<file path="src/rtl/dmem_access_ctrl.sv">
// dmem_access_ctrl: memory-stage data-memory access controller.
// Issues one req/ack transaction per load/store and stalls the pipeline
// while it is outstanding. Loads return an aligned, extended value.
// Stores drive lane-replicated data with byte enables.
// Optional build macro MISALIGN_TRAP_EN: traps misaligned half/word
// accesses. They go straight to DONE with no memory request and raise
// the misalign output. When the macro is undefined, misaligned accesses
// use the aligned lanes instead.
//
// Handshake: mem_req is held high in BUSY with stable address, data and
// enables. The access completes on the first cycle in which mem_ack=1.
// mem_ack outside BUSY is ignored.
module dmem_access_ctrl #(
    parameter int ADDR_W  = 32,
    parameter int TIMEOUT = 16
) (
    input  logic              clk,
    input  logic              rst_n,
    input  logic              valid,
    input  logic              dmem_sel,
    input  logic [1:0]        w_sel,
    input  logic [2:0]        r_sel,
    input  logic [ADDR_W-1:0] addr,
    input  logic [31:0]       wdata,
    output logic              stall,
    output logic              done,
    output logic [31:0]       rdata_out,
    output logic              bus_err,
    output logic              mem_req,
    output logic              mem_we,
    output logic [3:0]        mem_be,
    output logic [ADDR_W-1:0] mem_addr,
    output logic [31:0]       mem_wdata,
    input  logic [31:0]       mem_rdata,
    input  logic              mem_ack,
`ifdef MISALIGN_TRAP_EN
    output logic              misalign,
`endif
    output logic [1:0]        dbg_state
);

    localparam logic [1:0] IDLE = 2'd0;
    localparam logic [1:0] BUSY = 2'd1;
    localparam logic [1:0] DONE = 2'd2;

    localparam logic [1:0] W_SB = 2'b00;
    localparam logic [1:0] W_SH = 2'b01;
    localparam logic [1:0] W_SW = 2'b10;

    localparam logic [2:0] R_LB  = 3'b000;
    localparam logic [2:0] R_LH  = 3'b010;
    localparam logic [2:0] R_LW  = 3'b011;
    localparam logic [2:0] R_LBU = 3'b100;
    localparam logic [2:0] R_LHU = 3'b101;

    localparam int CNT_W = (TIMEOUT > 1) ? $clog2(TIMEOUT) : 1;

    logic [1:0]        state_q, state_d;
    logic              is_store_q;
    logic [1:0]        w_sel_q;
    logic [2:0]        r_sel_q;
    logic [ADDR_W-1:0] addr_q;
    logic [31:0]       wdata_q;
    logic [CNT_W-1:0]  cnt_q;
    logic [31:0]       rdata_q;
    logic              bus_err_q;

    logic              is_store, is_load, start;
    logic              busy, timeout_hit, trap;
    logic [7:0]        lane_b;
    logic [15:0]       lane_h;
    logic [31:0]       ld_ext;
    logic [3:0]        st_be;
    logic [31:0]       st_wdata;

    // Decode whether the presented instruction needs a memory access.
    always_comb begin
        is_store = dmem_sel & (w_sel != 2'b11);
        is_load  = ~dmem_sel & ((r_sel == R_LB) | (r_sel == R_LH) | (r_sel == R_LW) |
                                (r_sel == R_LBU) | (r_sel == R_LHU));
        start    = valid & (is_store | is_load);
    end

`ifdef MISALIGN_TRAP_EN
    logic misalign_q;
    logic half_acc, word_acc;

    // Half accesses need addr[0]=0 and word accesses need addr[1:0]=0.
    always_comb begin
        half_acc = is_store ? (w_sel == W_SH) : ((r_sel == R_LH) | (r_sel == R_LHU));
        word_acc = is_store ? (w_sel == W_SW) : (r_sel == R_LW);
        trap     = (half_acc & addr[0]) | (word_acc & (addr[1:0] != 2'b00));
    end

    assign misalign = misalign_q;
`else
    assign trap = 1'b0;
`endif

    // Timeout fires on the last allowed BUSY cycle. A zero TIMEOUT never fires.
    always_comb begin
        busy        = (state_q == BUSY);
        timeout_hit = (TIMEOUT != 0) && (cnt_q == CNT_W'(TIMEOUT - 1));
    end

    // Next-state logic for the IDLE/BUSY/DONE sequencer.
    always_comb begin
        state_d = state_q;
        case (state_q)
            IDLE:    if (start) state_d = trap ? DONE : BUSY;
            BUSY:    if (mem_ack || timeout_hit) state_d = DONE;
            DONE:    state_d = IDLE;
            default: state_d = IDLE;
        endcase
    end

    // Select the addressed byte or half of the returned word and extend it.
    always_comb begin
        case (addr_q[1:0])
            2'd0:    lane_b = mem_rdata[7:0];
            2'd1:    lane_b = mem_rdata[15:8];
            2'd2:    lane_b = mem_rdata[23:16];
            default: lane_b = mem_rdata[31:24];
        endcase
        lane_h = addr_q[1] ? mem_rdata[31:16] : mem_rdata[15:0];
        case (r_sel_q)
            R_LB:    ld_ext = {{24{lane_b[7]}}, lane_b};
            R_LBU:   ld_ext = {24'h0, lane_b};
            R_LH:    ld_ext = {{16{lane_h[15]}}, lane_h};
            R_LHU:   ld_ext = {16'h0, lane_h};
            default: ld_ext = mem_rdata;
        endcase
    end

    // Compute store byte enables and lane-replicated write data from latched fields.
    always_comb begin
        case (w_sel_q)
            W_SB: begin
                st_be    = 4'b0001 << addr_q[1:0];
                st_wdata = {4{wdata_q[7:0]}};
            end
            W_SH: begin
                st_be    = addr_q[1] ? 4'b1100 : 4'b0011;
                st_wdata = {2{wdata_q[15:0]}};
            end
            default: begin
                st_be    = 4'b1111;
                st_wdata = wdata_q;
            end
        endcase
    end

    // Drive the pipeline and memory outputs. Memory-side values are zero outside BUSY.
    always_comb begin
        stall     = ((state_q == IDLE) & start) | busy;
        done      = (state_q == DONE);
        bus_err   = bus_err_q;
        rdata_out = rdata_q;
        mem_req   = busy;
        mem_we    = busy & is_store_q;
        mem_be    = busy ? (is_store_q ? st_be : 4'b1111) : 4'b0000;
        mem_addr  = busy ? {addr_q[ADDR_W-1:2], 2'b00} : '0;
        mem_wdata = (busy & is_store_q) ? st_wdata : 32'h0;
        dbg_state = state_q;
    end

    // Registered state: latch the operation on start and capture the result on completion.
    always_ff @(posedge clk or negedge rst_n) begin
        if (!rst_n) begin
            state_q    <= IDLE;
            is_store_q <= 1'b0;
            w_sel_q    <= 2'b00;
            r_sel_q    <= 3'b000;
            addr_q     <= '0;
            wdata_q    <= 32'h0;
            cnt_q      <= '0;
            rdata_q    <= 32'h0;
            bus_err_q  <= 1'b0;
`ifdef MISALIGN_TRAP_EN
            misalign_q <= 1'b0;
`endif
        end else begin
            state_q <= state_d;
            case (state_q)
                IDLE: begin
                    if (start) begin
                        is_store_q <= is_store;
                        w_sel_q    <= w_sel;
                        r_sel_q    <= r_sel;
                        addr_q     <= addr;
                        wdata_q    <= wdata;
                        cnt_q      <= '0;
                        bus_err_q  <= 1'b0;
`ifdef MISALIGN_TRAP_EN
                        if (trap) begin
                            misalign_q <= 1'b1;
                            rdata_q    <= 32'h0;
                        end
`endif
                    end
                end
                BUSY: begin
                    if (mem_ack) begin
                        rdata_q <= is_store_q ? 32'h0 : ld_ext;
                    end else if (timeout_hit) begin
                        rdata_q   <= 32'h0;
                        bus_err_q <= 1'b1;
                    end else begin
                        cnt_q <= cnt_q + 1'b1;
                    end
                end
                DONE: begin
                    bus_err_q <= 1'b0;
`ifdef MISALIGN_TRAP_EN
                    misalign_q <= 1'b0;
`endif
                end
                default: ;
            endcase
        end
    end

endmodule

</file>
<file path="config.mk">
export PLATFORM = sky130hd
export DESIGN_NAME = dmem_access_ctrl
export DESIGN_NICKNAME = d
export VERILOG_FILES = /design/src/rtl/dmem_access_ctrl.sv
export SDC_FILE = /design/constraint.sdc
export NUM_CORES = 1
export LEC_CHECK = 0
export CAP_MARGIN = 20
export CORE_UTILIZATION = 40
export DETAILED_ROUTE_END_ITERATION = 8
export PLACE_DENSITY_LB_ADDON = 0.1
export SLEW_MARGIN = 30
export SYNTH_ARGS = -nofsm -noshare
export SYNTH_HDL_FRONTEND = slang
export SYNTH_SLANG_ARGS = --single-unit
</file>
<file path="constraint.sdc">
create_clock -name clk -period 2 [get_ports clk]
set_clock_uncertainty 0.15 [all_clocks]
set_input_delay 0.4 -clock clk [delete_from_list [all_inputs] [get_ports clk]]
set_output_delay 0.4 -clock clk [all_outputs]
set_load 0.005 [all_outputs]
</file>
Word level (Yosys, flattened, before mapping):

Index checks and enable logic that the tools add are counted.

* flip-flop bits (word level): 109
* latch bits: 0
* bits in read-only memories: 0
* input bits: 106
* memory bits (writable): 0
* memories kept: 0
* logic and storage cells: 80

* muxes and demuxes: 24
* equal/unequal tests: 19
* order comparisons: 0
* reductions and logical operators: 14
* multipliers: 0
* add/subtract/negate cells: 1
* shifts and indexed selects: 1
* divide/modulo/power cells: 0
* bitwise logic cells: 12

Operator list (count)
* two-way mux 32 bit: 5
* case mux 32 bit (4 select lines): 1
* case mux 32 bit (2 select lines): 1
* two-way mux 4 bit: 6
* case mux 8 bit (3 select lines): 1
* two-way mux 16 bit: 1
* case mux 4 bit (2 select lines): 2
* == test 3 bit (second input constant): 4
* == test 3 x 2 -> 1 bit (second input constant): 3
* != test 2 bit (second input constant): 4
* AND reduction 4 bit: 2
* == test 2 x 1 -> 1 bit (second input constant): 3
* zero test 2 bit: 3
* zero test 3 bit: 2
* OR 1 bit: 6
* AND reduction 2 bit: 3
* AND 1 bit: 5
* adder 4 x 1 -> 4 bit (second input constant): 1
* == test 2 bit (second input constant): 2
* == test 4 bit (second input constant): 1
* two-way mux 2 bit: 2
* != test 2 x 1 -> 1 bit (second input constant): 2
* case mux 2 bit (2 select lines): 1
* nonzero test 2 bit: 2
* 6 further kinds: 8

Longest topological paths before layout:

Gate-level depths: netlist (run 1).

* word-level depth: 10
* gate-level depth with buffers: 7
* mapped depth without buffers: 5

Worst setup path after synthesis (run 1):

OpenSTA, ideal clock, no wires.

* path type: input -> output
* start point: in dmem_sel
* end point: out stall
* data arrival time: 1.373 ns
* setup slack: 0.077 ns
* stages: 4
* required time: 1.450 ns
* buffers on the path: 0
* cells stage by stage: a21boi_1 -> a21oi_2 -> or4b_2 -> nand2_1

* cells in the longest elaborated chain, start to end: 6

RTL lines
* start: declaration: RTL line 20 `input logic dmem_sel,`
* inverter 1 bit: RTL line 79 `is_load = ~dmem_sel & ((r_sel == R_LB) | (r_sel == R_LH) | (r_sel == R_LW) |`
* AND 1 bit: RTL line 79
* OR 1 bit *: RTL line 81 `start = valid & (is_store | is_load);`
* AND 1 bit *: RTL line 81
* AND 1 bit *: RTL line 155 `stall = ((state_q == IDLE) & start) | busy;`
* OR 1 bit *: RTL line 155
* end: declaration: RTL line 25 `output logic stall,`

Every way passes the cells marked *; elsewhere a longest branch is shown, timed or not.

Worst setup path in the final report (run 1):

* start point: reg state_q[0] (netlist: dbg_state[0])
* end point: out mem_wdata[0]

* cells in the longest elaborated chain, start to end: 3

RTL lines
* start: declaration: RTL line 58 `logic [1:0] state_q, state_d;`
* start signal: assignment: RTL line 183 `state_q <= state_d;`
* == test 2 x 1 -> 1 bit: RTL line 102 `busy = (state_q == BUSY);`
* AND 1 bit: RTL line 163 `mem_wdata = (busy & is_store_q) ? st_wdata : 32'h0;`
* two-way mux 32 bit: RTL line 163
* end: declaration: RTL line 33 `output logic [31:0] mem_wdata,`

No other way between the ends.

==> reports/qor.csv, run 1 <==
metric;value;unit
WL final;20930;microns
post-placement cell count;978;
total number of vias;5624;
Fin. Hold Viols;0;
Placeable Area;14700;sq um
Die Span Y;125.4;microns
I/O Pins;213;
Mean Syn Cell Area;10.76;sq um
post-DP HPWL;13290;microns
GP Congestion;0.8444;
non-filler cells, final;1032;
Worst Slack Setup Final;-0.2346;ns
DR iter-0 viols;496;
clock root buffer;clkbuf_16;
Clock Path Buffers;2;
residual DRC count;22;
M3 GR Usage;0.07146;
Yosys reg bits;109;
area share of the largest cell type after synthesis;0.4477;
# setup viols final;107;
# nets final;950;
data arrival time of the worst path;1.68;ns
cell taking the most area after synthesis;dfrtp_1;
grt total ovfl;0;
port bufs;210;
worst-path maximum fanout;5;
total power divided by cell area;1153;nW/um^2
Crit. End Element;output pin;
Tot GR Track Use;0.2554;
vias in the first global route;5736;
Initial Utilization;0.4145;
total CTS buffers;9;
Max Clock Freq;447.5;MHz
clk slew on worst S/H paths;0.08;ns
share of post-route cells with drive strength above 1;0.4368;
leakage power;4.597;nW
Tmin final;2.235;ns
Worst Path Required;1.45;ns
Tot Pwr;11.78;mW
library cells used by synthesis;52;
Post-synth EDFFs;0;
RSZ-0062 raised after global routing;true;
cell area after synthesis;6092;sq um
CTS Sinks;109;
Most used DFF post-synth;dfrtp_1;
violated checks;DRC, setup timing;
worst setup path category;reg -> out;
CTS tree;yes;
WL/cell;20.28;microns
fin crit share;1.117;
Min-Delay Path Class;in -> reg;
top cells by area, synth;dfrtp_1 (45%), mux2_4 (14%), mux2i_1 (4.1%), nand2_1 (3.3%), a21oi_1 (3.1%);
Yosys Warn Count;0;
Syn Inst Count;566;
Avg Vias per Cell;5.450;
largest net degree at the start of global routing;37;
Synth-to-Final Area Change;67.71;%
H-tree levels;3;
GRT met2 Usage;0.4170;
nature of the critical path startpoint;flip-flop;
ys async rst share;1.000;
status;finished, violations left;
1st-pass router iterations;8;
Max Cap Viol;0;
Core Rows;44;
met1 Track Usage GR;0.3269;
Die ar.;15730;sq um
Die X-Extent;125.4;microns
initial antenna violation count;1;
Final Max Tran Viols;0;
first-pass GRT wire length;30940;microns
clk_lat worst skew;0.36;ns
VDD IR-drop max;0.5713;mV
GRT Max-Usage Layer;met2;
Seq/Total Area, Yosys;0.4477;
antenna-violating nets left;0;
-- cell usage after synthesis, drive strengths merged (2+ instances only) --
cell / n
buf: 23
dfrtp: 109
or2: 3
clkbuf: 22
nor3: 3
nor2: 47
a21oi: 39
nand2: 53
nand3: 5
inv: 7
and3: 9
a222oi: 6
mux4: 8
nor2b: 3
mux2i: 25
mux2: 70
o31a: 7
a22o: 7
o21ai: 44
nand2b: 13
and3b: 2
and2: 30
o22ai: 8
xor2: 2
-- cell type report --
class                      instances  area [sq um]
fill                            1050          4482
multi-input combinational        406          3621
timing repair buffer             310          3326
sequential                       109          2733
tap                              184         230.2
clock buffer                       9         225.2
clock inverter                     6         46.29
inverter                           7         33.78
antenna                            1         2.502
-- power breakdown --
group          switching [mW]  internal, mW
Sequential              0.742          3.05
Clock                   0.879         0.851
Combinational            2.54          3.72
Total                    4.17          7.61
-- timing repair --
item	CTS	global route
buffers inserted	19	5
gates cloned	11	8
pin swaps	47	24
setup endpoints to repair	151	153
hold buffers	1	0
resized for setup	442	73
hold endpoints to repair	26	0
-- state kept, by name, summed over array words and instances, names as in the netlist, 2 cells and up --
register	cells
addr_q	32
cnt_q	4
dbg_state	2
r_sel_q	3
rdata_out	32
w_sel_q	2
wdata_q	32
-- cells in the final DEF (no fill, tap or decap), types with 4 or more instances in the layout --
| master | netlist | layout |
|---|---|---|
| a21oi_1 | 38 | 22 |
| a21oi_2 | 1 | 13 |
| a21oi_4 | 0 | 4 |
| a222oi_1 | 6 | 6 |
| a22o_1 | 7 | 7 |
| and2_1 | 30 | 4 |
| and2_4 | 0 | 26 |
| and3_4 | 0 | 6 |
| buf_12 | 0 | 17 |
| buf_16 | 0 | 11 |
| buf_2 | 9 | 37 |
| buf_4 | 4 | 46 |
| buf_6 | 8 | 51 |
| clkbuf_16 | 0 | 15 |
| clkdlybuf4s50_1 | 0 | 131 |
| dfrtp_1 | 109 | 105 |
| dfrtp_2 | 0 | 4 |
| inv_1 | 6 | 5 |
| mux2_4 | 56 | 69 |
| mux2i_1 | 25 | 14 |
| mux2i_2 | 0 | 4 |
| mux2i_4 | 0 | 7 |
| mux4_2 | 8 | 8 |
| nand2_1 | 53 | 49 |
| nand2b_1 | 13 | 10 |
| nand3_1 | 5 | 5 |
| nor2_1 | 47 | 31 |
| nor2_2 | 0 | 6 |
| nor2_4 | 0 | 10 |
| o21ai_0 | 19 | 17 |
| o21ai_1 | 25 | 24 |
| o22ai_1 | 8 | 7 |
| o31a_1 | 7 | 7 |
-- stage by stage --
step	area, sq um	setup TNS [ns]	util	worst slack, ns	hold WS (ns)
final	10220	-11.10	0.6951	-0.2346	0.1795
after global routing	10210	-19.37	0.6949	-0.2777	0.1750
after CTS	9723	-10.21	0.6615	-0.2378	0.2281
after detailed placement	8770	-53.43	0.5966	-1.017	0.2132
after global placement	8770	-49.03	0.5966	-1.011	0.2015
after floorplan	6096	0	-	0.07674	-0.04559
-- metal layers --
metal / part of all wire / routed length (microns)
met4: 0.019 / 396
met2: 0.49 / 10210
met1: 0.41 / 8640
met5: 0 / 0
met3: 0.080 / 1685
-- path summary, 6_finish.rpt --
check / cells after the start / startpoint / slack (ns) / end
max in group asynchronous: 3 / rst_n / 0.72 / rdata_out[5]
worst max-delay path: 8 / dbg_state[0] / -0.23 / mem_wdata[0]
min in group asynchronous: 2 / rst_n / 0.36 / rdata_out[21]
worst max register to register: 7 / dbg_state[0] / -0.08 / wdata_q[24]
worst min-delay path: 2 / r_sel[2] / 0.18 / r_sel_q[2]
worst min register to register: 2 / rdata_out[0] / 0.33 / rdata_out[0]
-- logic make-up (layout without fill, tap and decap cells) --
family / after synthesis / count (layout) / share of synthesized area
compound gates: 122 / 122 / 0.1222
xor+xnor: 2 / 2 / 0.002876
fa+ha+maj: 1 / 1 / 0.002053
buf+inv: 52 / 332 / 0.04621
flops: 109 / 109 / 0.4477
mux: 103 / 103 / 0.2345
other cells: 1 / 3 / 0.0006156
simple gates: 176 / 176 / 0.1438
-- critical path, stage by stage (launching register included) --
cell and delay [ns]:
dfrtp_1 0.40, buf_6 0.13, nand2b_4 0.09, inv_6 0.05
buf_12 0.12, buf_8 0.13, buf_16 0.13, and3_4 0.16
buf_6 0.11
Power figures use the tool's default switching activity.
==> inputs of run 2 (changes only) <==
--- a/config.mk
+++ b/config.mk
@@ -9,7 +9,7 @@
 export CORE_UTILIZATION = 40
 export DETAILED_ROUTE_END_ITERATION = 8
 export PLACE_DENSITY_LB_ADDON = 0.1
-export SLEW_MARGIN = 30
+export SLEW_MARGIN = 20
 export SYNTH_ARGS = -nofsm -noshare
 export SYNTH_HDL_FRONTEND = slang
 export SYNTH_SLANG_ARGS = --single-unit
==> results of run 2 <==
No change in the layout: final DEF, timing and power equal those of run 1.
==> inputs of run 3 (changes only) <==
--- a/config.mk
+++ b/config.mk
@@ -13,3 +13,4 @@
 export SYNTH_ARGS = -nofsm -noshare
 export SYNTH_HDL_FRONTEND = slang
 export SYNTH_SLANG_ARGS = --single-unit
+export TNS_END_PERCENT = 10
==> run 3 against run 2 <==
  * The flow still finishes with violations (DRC, setup timing)
  * Register-to-register slack better by 0.05 ns
  * Via count down 2.7%
  * Critical path depth unchanged
  * Non-clock buffer count down 14
  * Sequential cell count unchanged
  * Worst setup slack better by 0.0079 ns
  * Hold slack better by 0.027 ns
  * Sequential share of layout area up 1.4 points
  * Clock power about the same
==> reports/qor.csv, run 3 (synthesis gave the netlist of run 1 again) <==
metric;value;unit
status;finished, violations left;
violated checks;DRC, setup timing;
worst setup path category;reg -> out;
Initial Utilization;0.4145;
WP depth;8;
Max Cap Viol;0;
Core Rows;44;
post-DP HPWL;13290;microns
clk_lat worst skew;0.36;ns
commonest non-fill, non-tap cell in the layout;clkdlybuf4s50_1;
Setup Total Neg Slack;-10.49;ns
CTS tree;yes;
first-pass GRT wire length;30250;microns
antenna-violating nets left;0;
Worst Slack Setup Final;-0.2267;ns
vias in the first global route;5643;
total power divided by cell area;1153;nW/um^2
DR iter-0 viols;435;
non-filler cells, final;1017;
H-tree levels;3;
# setup viols final;92;
slowest cell on the critical path;dfrtp_1;
Die Span Y;125.4;microns
total CTS buffers;9;
Min Hold Slack;0.2063;ns
Min-Delay Path Class;in -> reg;
I/O Pins;213;
WL final;19540;microns
# nets final;936;
Worst Max-Slew Pin Slew;0.6006;ns
worst-path maximum fanout;5;
WP buf/inv;6;
Worst Path Required;1.45;ns
Tmin final;2.227;ns
Avg Vias per Cell;5.381;
share of post-route cells with drive strength above 1;0.3974;
Max Clock Freq;449.1;MHz
Finished Core Util;0.6605;
leakage power;4.396;nW
largest net degree at the start of global routing;37;
RSZ-0062 raised after global routing;true;
initial antenna violation count;0;
total number of vias;5472;
data arrival time of the worst path;1.68;ns
Synth-to-Final Area Change;59.38;%
GP Congestion;0.8444;
Die ar.;15730;sq um
area post-placement;8770;sq um
post-placement cell count;978;
Crit. End Element;output pin;
1st-pass router iterations;8;
grt total ovfl;0;
Final Cell Area;9709;sq um
CTS Sinks;109;
port bufs;210;
Placeable Area;14700;sq um
clock root buffer;clkbuf_16;
Reg2Reg Depth;5;
Crit path top cell by count;buf_6;
worst hold path depth;2;
Fin. Hold Viols;0;
most frequent cells in the layout;clkdlybuf4s50_1 (131), dfrtp_1 (106), mux2_4 (61);
clk slew on worst S/H paths;0.08;ns
Final Max Tran Viols;0;
max_slew headroom;0.5996;
Clock Path Buffers;2;
cell family with most CP delay;buffers and inverters;
worst path cell trace;buf_6 > nand2b_4 > inv_6 > buf_12 > buf_8 > buf_16 > and3_4 > buf_6;
CP peak stage delay;0.39;ns
Inserted Diodes;0;
Die X-Extent;125.4;microns
Tot GR Track Use;0.2488;
fin crit share;1.113;
VDD IR-drop max;0.5614;mV
nature of the critical path startpoint;flip-flop;
WL/cell;19.21;microns
residual DRC count;11;
-- run 3: per-layer routing --
metal	wire (microns)	part of all wire	track usage
met5	0	0	0
met1	8393	0.43	0.3178
met4	367	0.019	0.07747
met3	1450	0.074	0.07146
met2	9325	0.48	0.4078
-- run 3: per-stage QoR --
| step | total power [mW] | worst slack [ns] |
|---|---|---|
| after floorplan | 6.179 | 0.07674 |
| after global placement | 8.404 | -1.011 |
| after detailed placement | 8.531 | -1.017 |
| after CTS | 10.89 | -0.2378 |
| after global routing | 11.82 | -0.2751 |
| final | 11.19 | -0.2267 |
-- run 3: layout make-up --
class                      instances  area [sq um]
fill                            1131          4990
multi-input combinational        406          3475
timing repair buffer             296          2970
sequential                       109          2731
tap                              184         230.2
clock buffer                       9         225.2
clock inverter                     6         46.29
inverter                           7         31.28
-- run 3: path summary, 6_finish.rpt --
| check | slack (ns) | to | start |
|---|---|---|---|
| setup reg to reg | -0.03 | addr_q[29] | dbg_state[0] |
| hold / removal | 0.21 | r_sel_q[2] | r_sel[2] |
| min in group asynchronous | 0.36 | rdata_out[21] | rst_n |
| hold reg to reg | 0.34 | rdata_out[16] | rdata_out[16] |
| setup / recovery | -0.23 | mem_wdata[0] | dbg_state[0] |
| max in group asynchronous | 0.72 | rdata_out[5] | rst_n |
-- run 3: report_power, final --
group	switching, mW	total, mW	internal [mW]
clock	0.863	1.71	0.850
sequential	0.696	3.74	3.05
combinational	2.36	5.74	3.38
total	3.92	11.2	7.27
-- run 3: worst register-to-register path, cell delays in order, from the launching register on --
cell,delay [ns]
dfrtp_1,0.39
buf_6,0.13
buf_4,0.15
nor4b_4,0.36
clkbuf_8,0.38
mux2_1,0.35
-- run 3: what timing repair did --
item / in CTS / in global routing
gates resized for setup: 375 / 76
setup buffers: 13 / 2
pin swaps: 35 / 16
endpoints found under the setup margin: 151 / 156
hold buffers: 1 / 0
endpoints found under the hold margin: 26 / 0
cloned: 9 / 0
